### config.mk
export PLATFORM = sky130hd
export DESIGN_NAME = tilelink_arbiter
export DESIGN_NICKNAME = d
export VERILOG_FILES = /design/src/rtl/tilelink_arbiter.sv
export SDC_FILE = /design/constraint.sdc
export NUM_CORES = 1
export LEC_CHECK = 0
export BUFFER_PORTS_ARGS = -buffer_cell sky130_fd_sc_hd__buf_2
export CAP_MARGIN = 0
export CELL_PAD_IN_SITES_DETAIL_PLACEMENT = 1
export CELL_PAD_IN_SITES_GLOBAL_PLACEMENT = 1
export CORE_AREA = 2 2 148 150
export DETAILED_ROUTE_END_ITERATION = 12
export DIE_AREA = 0 0 150 152
export PLACE_DENSITY_LB_ADDON = 0.1
export SETUP_SLACK_MARGIN = 0.02
export SLEW_MARGIN = 20
export SYNTH_ARGS = -nofsm -noshare
export SYNTH_HDL_FRONTEND = slang
export SYNTH_SLANG_ARGS = --single-unit
### constraint.sdc
create_clock -name clock -period 2.51 [get_ports clock]
set_input_delay 0.1255 -clock clock [delete_from_list [all_inputs] [get_ports clock]]
set_output_delay 0.1255 -clock clock [all_outputs]
set_load 0.02 [all_outputs]
### src/rtl/tilelink_arbiter.sv
// Two-requester round-robin arbiter in front of one TileLink-UL slave, one transaction in flight.
// Optional slave-response timeout is built only when TILELINK_ARBITER_TIMEOUT_EN is defined.

package tilelink_pkg;
  localparam int unsigned ADDR_W = 32;
  localparam int unsigned DATA_W = 32;
  localparam int unsigned MASK_W = DATA_W / 8;
  localparam int unsigned SRC_W  = 2;
  localparam int unsigned SINK_W = 2;
  localparam int unsigned SIZE_W = 3;
  localparam int unsigned OP_W   = 3;

  localparam logic [OP_W-1:0] PUT_FULL_DATA   = 3'd0;
  localparam logic [OP_W-1:0] GET             = 3'd4;
  localparam logic [OP_W-1:0] ACCESS_ACK      = 3'd0;
  localparam logic [OP_W-1:0] ACCESS_ACK_DATA = 3'd1;

  typedef struct packed {
    logic              a_valid;
    logic [OP_W-1:0]   a_opcode;
    logic [2:0]        a_param;
    logic [SIZE_W-1:0] a_size;
    logic [SRC_W-1:0]  a_source;
    logic [ADDR_W-1:0] a_address;
    logic [MASK_W-1:0] a_mask;
    logic [DATA_W-1:0] a_data;
  } tilelink_a;

  // d_ready travels with the D payload and doubles as the A-channel accept.
  typedef struct packed {
    logic              d_valid;
    logic              d_ready;
    logic [OP_W-1:0]   d_opcode;
    logic [SIZE_W-1:0] d_size;
    logic [SRC_W-1:0]  d_source;
    logic [SINK_W-1:0] d_sink;
    logic [DATA_W-1:0] d_data;
    logic              d_error;
  } tilelink_d;
endpackage

module tilelink_arbiter
  import tilelink_pkg::*;
#(
  parameter int unsigned TIMEOUT_CYCLES = 16
) (
  input  logic      clock,
  input  logic      reset_n,
  input  tilelink_a m0_tla,
  output tilelink_d m0_tld,
  input  tilelink_a m1_tla,
  output tilelink_d m1_tld,
  output tilelink_a s_tla,
  input  tilelink_d s_tld,
  output logic      busy,
  output logic      grant_id
);

  typedef enum logic {IDLE = 1'b0, WAIT = 1'b1} state_t;

  state_t    state_q, state_d;
  logic      grant_q, grant_d;
  logic      favour_q, favour_d;
  logic      req0, req1;
  logic      pick, fire;
  tilelink_d rsp;
  logic      timeout_c;

  // Requests are masked during reset so nothing reaches the slave.
  assign req0 = m0_tla.a_valid & reset_n;
  assign req1 = m1_tla.a_valid & reset_n;

`ifdef TILELINK_ARBITER_TIMEOUT_EN
  localparam int unsigned CNT_W = $clog2(TIMEOUT_CYCLES + 1);

  logic [CNT_W-1:0] cnt_q;
  logic             unused_d_ready;

  assign unused_d_ready = s_tld.d_ready;
  assign timeout_c = (state_q == WAIT) && !s_tld.d_valid
                     && (cnt_q == CNT_W'(TIMEOUT_CYCLES - 1));

  // Held at zero in IDLE so it starts from zero on every entry to WAIT.
  always_ff @(posedge clock or negedge reset_n) begin
    if (!reset_n)              cnt_q <= '0;
    else if (state_q == IDLE)  cnt_q <= '0;
    else                       cnt_q <= cnt_q + CNT_W'(1);
  end
`else
  logic [32:0] unused_cfg;

  assign unused_cfg = {s_tld.d_ready, 32'(TIMEOUT_CYCLES)};
  assign timeout_c  = 1'b0;
`endif

  always_ff @(posedge clock or negedge reset_n) begin
    if (!reset_n) begin
      state_q  <= IDLE;
      grant_q  <= 1'b0;
      favour_q <= 1'b0;
    end else begin
      state_q  <= state_d;
      grant_q  <= grant_d;
      favour_q <= favour_d;
    end
  end

  // Grant, routing and next-state decode.
  always_comb begin
    state_d  = state_q;
    grant_d  = grant_q;
    favour_d = favour_q;
    s_tla    = '0;
    m0_tld   = '0;
    m1_tld   = '0;
    pick     = favour_q;
    fire     = 1'b0;
    rsp      = s_tld;
    rsp.d_ready = 1'b0;
    if (timeout_c) begin
      rsp          = '0;
      rsp.d_valid  = 1'b1;
      rsp.d_error  = 1'b1;
      rsp.d_opcode = ACCESS_ACK_DATA;
    end

    case (state_q)
      IDLE: begin
        m0_tld.d_ready = 1'b1;
        m1_tld.d_ready = 1'b1;
        if (req0 || req1) begin
          pick           = (req0 && req1) ? favour_q : req1;
          s_tla          = pick ? m1_tla : m0_tla;
          m0_tld.d_ready = !pick;
          m1_tld.d_ready = pick;
          grant_d        = pick;
          favour_d       = !pick;
          state_d        = WAIT;
        end
      end
      WAIT: begin
        fire = s_tld.d_valid || timeout_c;
        if (fire) begin
          if (grant_q) m1_tld = rsp;
          else         m0_tld = rsp;
          state_d = IDLE;
        end
      end
    endcase
  end

  assign busy     = (state_q == WAIT);
  assign grant_id = grant_q;

endmodule
==> run metrics, run 1 <==
status=finished, final reports clean; DR vias/cell=3.72; Psw=0.605 mW; Placer Congestion=0.729; Design Power=1.27 mW; sw frac=47.6%; die height=152 um; post-synth cell types=17; Fillers=2,691; post-synthesis cell area=0.00157 sq mm; Final Util=18.2%; Worst Clk Skew=0.000628 ns; Power Density=328 mW/mm^2; WL final=12.5 mm; Post-Syn Instances=213; area leader, netlist=a22o_1; GRT overflow=0; Initial DRC Count=76; Critical Path RT=2.38 ns; min Tclk post-route=2.22 ns; Arr. time, crit path=2.10 ns; Wirelength per Cell=14.5 um; number of global-route vias before repair=3,435; leading cell type in the layout, fill and taps excluded=buf_2; Final TNS setup=0 ns; Synth top area share=44.1%; Tightest Pin Transition=0.389 ns; Clock Latency Late Sink=0.22 ns; Net Count, Synth=420; WS Path Type=input port to output port; drt pass-1 iters=4; largest net degree at the start of global routing=80; Min-Delay Path Class=input port to flop; fmax=0.450 GHz; period utilization=88.6%; CP Capture Type=output port; register area=75.1 sq um; CTS buffer count=3; ratio of cells with drive above 1 in the final layout=68.1%; synthesis-to-layout area growth=147%; Root Buffer Master=clkbuf_16; Worst setup SP type=input port; initial antenna violation count=2; Synth area leaders=a22o_1 44%, and2_1 35%, dfrtp_1 4.8%, buf_2 3.8%, clkbuf_1 2.6%; Die Area=0.0228 sq mm; RSZ-0062 raised after global routing=false; global-route wire length before repair=18.4 mm; Total GRT Usage=9.89%; Clock Sinks=3; Core Footprint=0.0214 sq mm; Post-CTS Setup Inserts=0; yosys warns=0; Rel. slew slack=74.1%; Die W=150 um; Seq/Total Area, Yosys=4.78%; synthesized area per cell=7.37 sq um; sequential share of power=5.8%; commonest non-fill, non-tap cells in the layout=377 x buf_2, 86 x and2_1, 79 x a22o_1; H-Tree Level Count=1; crit-path max FO=12; Seq cells post-synth=3; row count=54; Final Hold Slack=0.148 ns; HPWL Detailed=10.8 mm; CTS max path bufs=2; final net count=785; worst reg2reg setup slack=1.42 ns; # DRC=0; initial core utilization=7.35%; I/O pin total=379; Clk pwr share=20.2%; Setup violations, final=0; # Max-Cap Violations=0; DRT antenna net count=0; internal power=0.665 mW; Combinational Power Share=74.0%; Worst-path clk slew=0.03 ns; Hold Fails Final Rpt=0; area of the multi-input gates=0.00135 sq mm; fin. max-slew vios=0; Max VDD drop=0.000103 V; vias post-DR=3,192; CTS tree=built; I/O Buffers=377; Leak=2.44 nW
-- routing by layer --
layer  part of all wire [%]  global-route usage, %  up-vias
met5                   0.10                      0        -
met4                   0.25                  0.943        2
met3                     12                   2.88        4
met2                     54                   20.8      229
met1                     34                   9.47     1447
li1                       -                      -     1510
-- state kept, by name, summed over array words and instances, names as in the netlist --
name	flops
grant_id	1
favour_q	1
busy	1
-- cells in the mapped netlist --
| cell | n |
|---|---|
| buf_2 | 12 |
| inv_1 | 3 |
| buf_6 | 3 |
| a21oi_1 | 3 |
| nand2_1 | 1 |
| nand2b_4 | 1 |
| nor2b_1 | 1 |
| a21boi_2 | 1 |
| nor2_1 | 3 |
| and2_1 | 87 |
| a22o_1 | 79 |
| clkbuf_1 | 11 |
| a211oi_4 | 1 |
| dfrtp_1 | 3 |
| o22ai_1 | 1 |
| and3_1 | 1 |
| a2bb2oi_1 | 2 |
-- worst max-delay path, cell delays in order --
cell and delay, ns:
dlygate4sd3_1 0.52, buf_2 0.20, nor2b_1 0.22, and2_2 0.40, buf_4 0.26, a22o_1 0.17
buf_2 0.19
-- power groups by stage --
stage | logic [mW] | registers (mW) | clock network [mW]
6_report | 0.940 | 0.0742 | 0.256
5_1_grt | 1.03 | 0.0777 | 0.266
4_1_cts | 0.964 | 0.0750 | 0.261
3_5_place_dp | 0.960 | 0.0749 | 0
3_3_place_gp | 0.961 | 0.0747 | 0
2_1_floorplan | 0.521 | 0.0781 | 0
-- final timing paths --
check / start / to / cells after the start
worst max-delay path: reset_n / s_tla[47] / 7
worst min register to register: favour_q / favour_q / 1
worst min-delay path: s_tld[44] / busy / 2
worst max register to register: busy / favour_q / 3
max in group asynchronous: reset_n / busy / 2
min in group asynchronous: reset_n / favour_q / 2
-- per-stage QoR --
| stage | cell area [sq um] | cells | setup WS [ns] |
|---|---|---|---|
| floorplan | 1570 | 213 | 0.825 |
| global placement | 3780 | 852 | 0.666 |
| detailed placement | 3780 | 852 | 0.637 |
| CTS | 3870 | 857 | 0.182 |
| global route | 3870 | 857 | 0.125 |
| finish | 3880 | 858 | 0.286 |
-- timing repair --
item	CTS	global route
resized for setup	0	0
hold endpoints to repair	3	0
hold buffers	1	0
-- cells by family after synthesis --
| family | Yosys count | synth area share [%] |
|---|---|---|
| buffers and inverters | 29 | 9.33 |
| and+or+nand+nor | 94 | 37.3 |
| AOI/OAI and AO/OA | 87 | 48.6 |
| DFF | 3 | 4.78 |
-- area by class of cell --
class	count	area share, %
Multi-Input combinational cell	181	34.9
Timing Repair Buffer	386	51.8
Antenna cell	1	0.0646
Clock buffer	4	2.03
Inverter	3	0.291
Tap cell	280	9.04
Sequential cell	3	1.94
(Power assumes the default switching activity.)
==> run 2, diff against run 1 <==
--- a/config.mk
+++ b/config.mk
@@ -5,13 +5,14 @@
 export SDC_FILE = /design/constraint.sdc
 export NUM_CORES = 1
 export LEC_CHECK = 0
+export ABC_AREA = 1
 export BUFFER_PORTS_ARGS = -buffer_cell sky130_fd_sc_hd__buf_2
 export CAP_MARGIN = 0
 export CELL_PAD_IN_SITES_DETAIL_PLACEMENT = 1
 export CELL_PAD_IN_SITES_GLOBAL_PLACEMENT = 1
-export CORE_AREA = 2 2 148 150
+export CORE_AREA = 2 2 149 151
 export DETAILED_ROUTE_END_ITERATION = 12
-export DIE_AREA = 0 0 150 152
+export DIE_AREA = 0 0 151 153
 export PLACE_DENSITY_LB_ADDON = 0.1
 export SETUP_SLACK_MARGIN = 0.02
 export SLEW_MARGIN = 20
==> constraint.sdc (replaced) <==
create_clock -name clock -period 1.96 [get_ports clock]
set_input_delay 0.098 -clock clock [delete_from_list [all_inputs] [get_ports clock]]
set_output_delay 0.098 -clock clock [all_outputs]
set_load 0.02 [all_outputs]
==> run metrics, run 2 <==
status=finished, final reports clean; H-Tree Level Count=1; crit-path cells=inv_1 > nand2_1 > nand2_2 > buf_4 > nand4_1 > nand2_1 > buf_2; ys flop type=dfrtp_1; CP dominant cell by count=nand2_1; final net count=990; global-route wire length before repair=21.5 mm; Synth area leaders=nand2_1 32%, nand4_1 25%, nor2_1 17%, inv_1 8.9%, buf_2 5.7%; Max VDD drop=0.000163 V; Tightest Pin Transition=0.415 ns; period utilization=94.0%; Net Count, Synth=639; number of global-route vias before repair=4,138; placed cell area=0.00410 sq mm; CP bufs+invs=3; async set or reset register ratio after synthesis=100%; HPWL Detailed=12.2 mm; Arr. time, crit path=1.74 ns; Seq/Total Area, Yosys=3.86%; final instance area=0.00420 sq mm; WS Path Type=flop to output port; DRT antenna net count=0; WL final=14.9 mm; most frequent cells after synthesis=165 x nand2_1, 87 x nor2_1, 79 x nand4_1, 46 x inv_1, 22 x buf_2; Synth top area share=31.8%; Placer Congestion=0.805; die height=153 um; Setup violations, final=0; I/O Buffers=377; ratio of cells with drive above 1 in the final layout=50.5%; Initial DRC Count=56; Leak=2.98 nW; CTS tree=built; RSZ-0062 raised after global routing=false; Final Util=19.5%; worst reg2reg setup slack=0.48 ns; Worst-path clk slew=0.03 ns; Total GRT Usage=11.5%; Final TNS setup=0 ns; initial core utilization=9.06%; fin. max-slew vios=0; largest net degree at the start of global routing=66; GRT overflow=0; Rel. slew slack=72.3%; most numerous cell in the Yosys netlist=nand2_1; diode count=0; CTS max path bufs=2; Seq cells post-synth=3; post-synthesis cell area=0.00195 sq mm; Die Area=0.0231 sq mm; Core Footprint=0.0215 sq mm; Clock Sinks=3; synthesized area per cell=4.51 sq um; CP delay by family, top=buffers and inverters; Worst setup SP type=flop; DR vias/cell=3.94; synthesis-to-layout area growth=116%; I/O pin total=379; # Max-Cap Violations=0; Worst Clk Skew=0.000302 ns; Wirelength per Cell=14.0 um; Post-Syn Instances=432; EDFF count, synth=0; row count=54; leading cell type in the layout, fill and taps excluded=buf_2; Min-Delay Path Class=input port to flop; CP Capture Type=output port; Root Buffer Master=clkbuf_16; Slowest-stage cell, CP=buf_4; CTS buffer count=3; Clock Latency Late Sink=0.22 ns; initial antenna violation count=0; drt pass-1 iters=4; Hold Fails Final Rpt=0; Power Density=459 mW/mm^2; vias post-DR=4,187; Final Hold Slack=0.120 ns; yosys warns=0; Critical Path Max Stage Delay=0.38 ns; crit-path max FO=38; area leader, netlist=nand2_1; Post-CTS Setup Inserts=0; Critical Path RT=1.86 ns; # DRC=0; commonest non-fill, non-tap cells in the layout=377 x buf_2, 164 x nand2_1, 87 x nor2_1; Die W=151 um; post-synth cell types=15; fmax=0.543 GHz; min Tclk post-route=1.84 ns
## run 2: final timing paths
| check | start | depth (start not counted) | end |
|---|---|---|---|
| max | favour_q | 7 | s_tla[61] |
| min in group asynchronous | reset_n | 2 | favour_q |
| max in group asynchronous | reset_n | 2 | grant_id |
| min | s_tld[44] | 2 | busy |
| max reg2reg | busy | 5 | grant_id |
| min reg2reg | favour_q | 2 | favour_q |
## run 2: layer usage
metal | GRT usage (%) | vias up | wire length, um
li1 | - | 2073 | -
met1 | 10.9 | 1862 | 5050
met2 | 23.3 | 235 | 7880
met3 | 3.55 | 17 | 1630
met4 | 2.63 | 0 | 305
met5 | 0 | - | 0
## run 2: stage by stage
stage	power (mW)	cells	setup WS [ns]
floorplan	0.968	432	0.260
global placement	1.62	1057	0.346
detailed placement	1.63	1057	0.294
CTS	1.97	1062	0.0534
global route	2.09	1062	0.0210
finish	1.93	1062	0.118
## run 2: cells by family after synthesis
| kind of cell | after synthesis | share of synthesized area, % |
|---|---|---|
| compound gates | 5 | 1.29 |
| buf+inv | 90 | 19.7 |
| flops | 3 | 3.86 |
| simple gates | 334 | 75.1 |
## run 2: power by group
| part | switching, mW | internal, mW |
|---|---|---|
| sequential | 0.0182 | 0.0756 |
| clock | 0.0583 | 0.269 |
| combinational | 0.999 | 0.508 |
| total | 1.08 | 0.852 |
## run 2: repair_timing
action,in CTS,in global routing
hold buffers,1,0
hold endpoints to repair,3,0
setup endpoints to repair,0,35
resized for setup,0,3
## run 2: cell type report
type                       count  area, sq um
clock buffer                   4         78.8
timing repair buffer         387         2020
inverter                      49          186
fill                        2880        17300
tap                          280          350
sequential                     3         75.1
multi-input combinational    339         1490
## run 2: worst register-to-register path: stages (launching register included)
cell and delay, ns:
dfrtp_1 0.50, inv_2 0.14, buf_4 0.36, nand2_1 0.20
nand2_1 0.09, o21ai_0 0.07
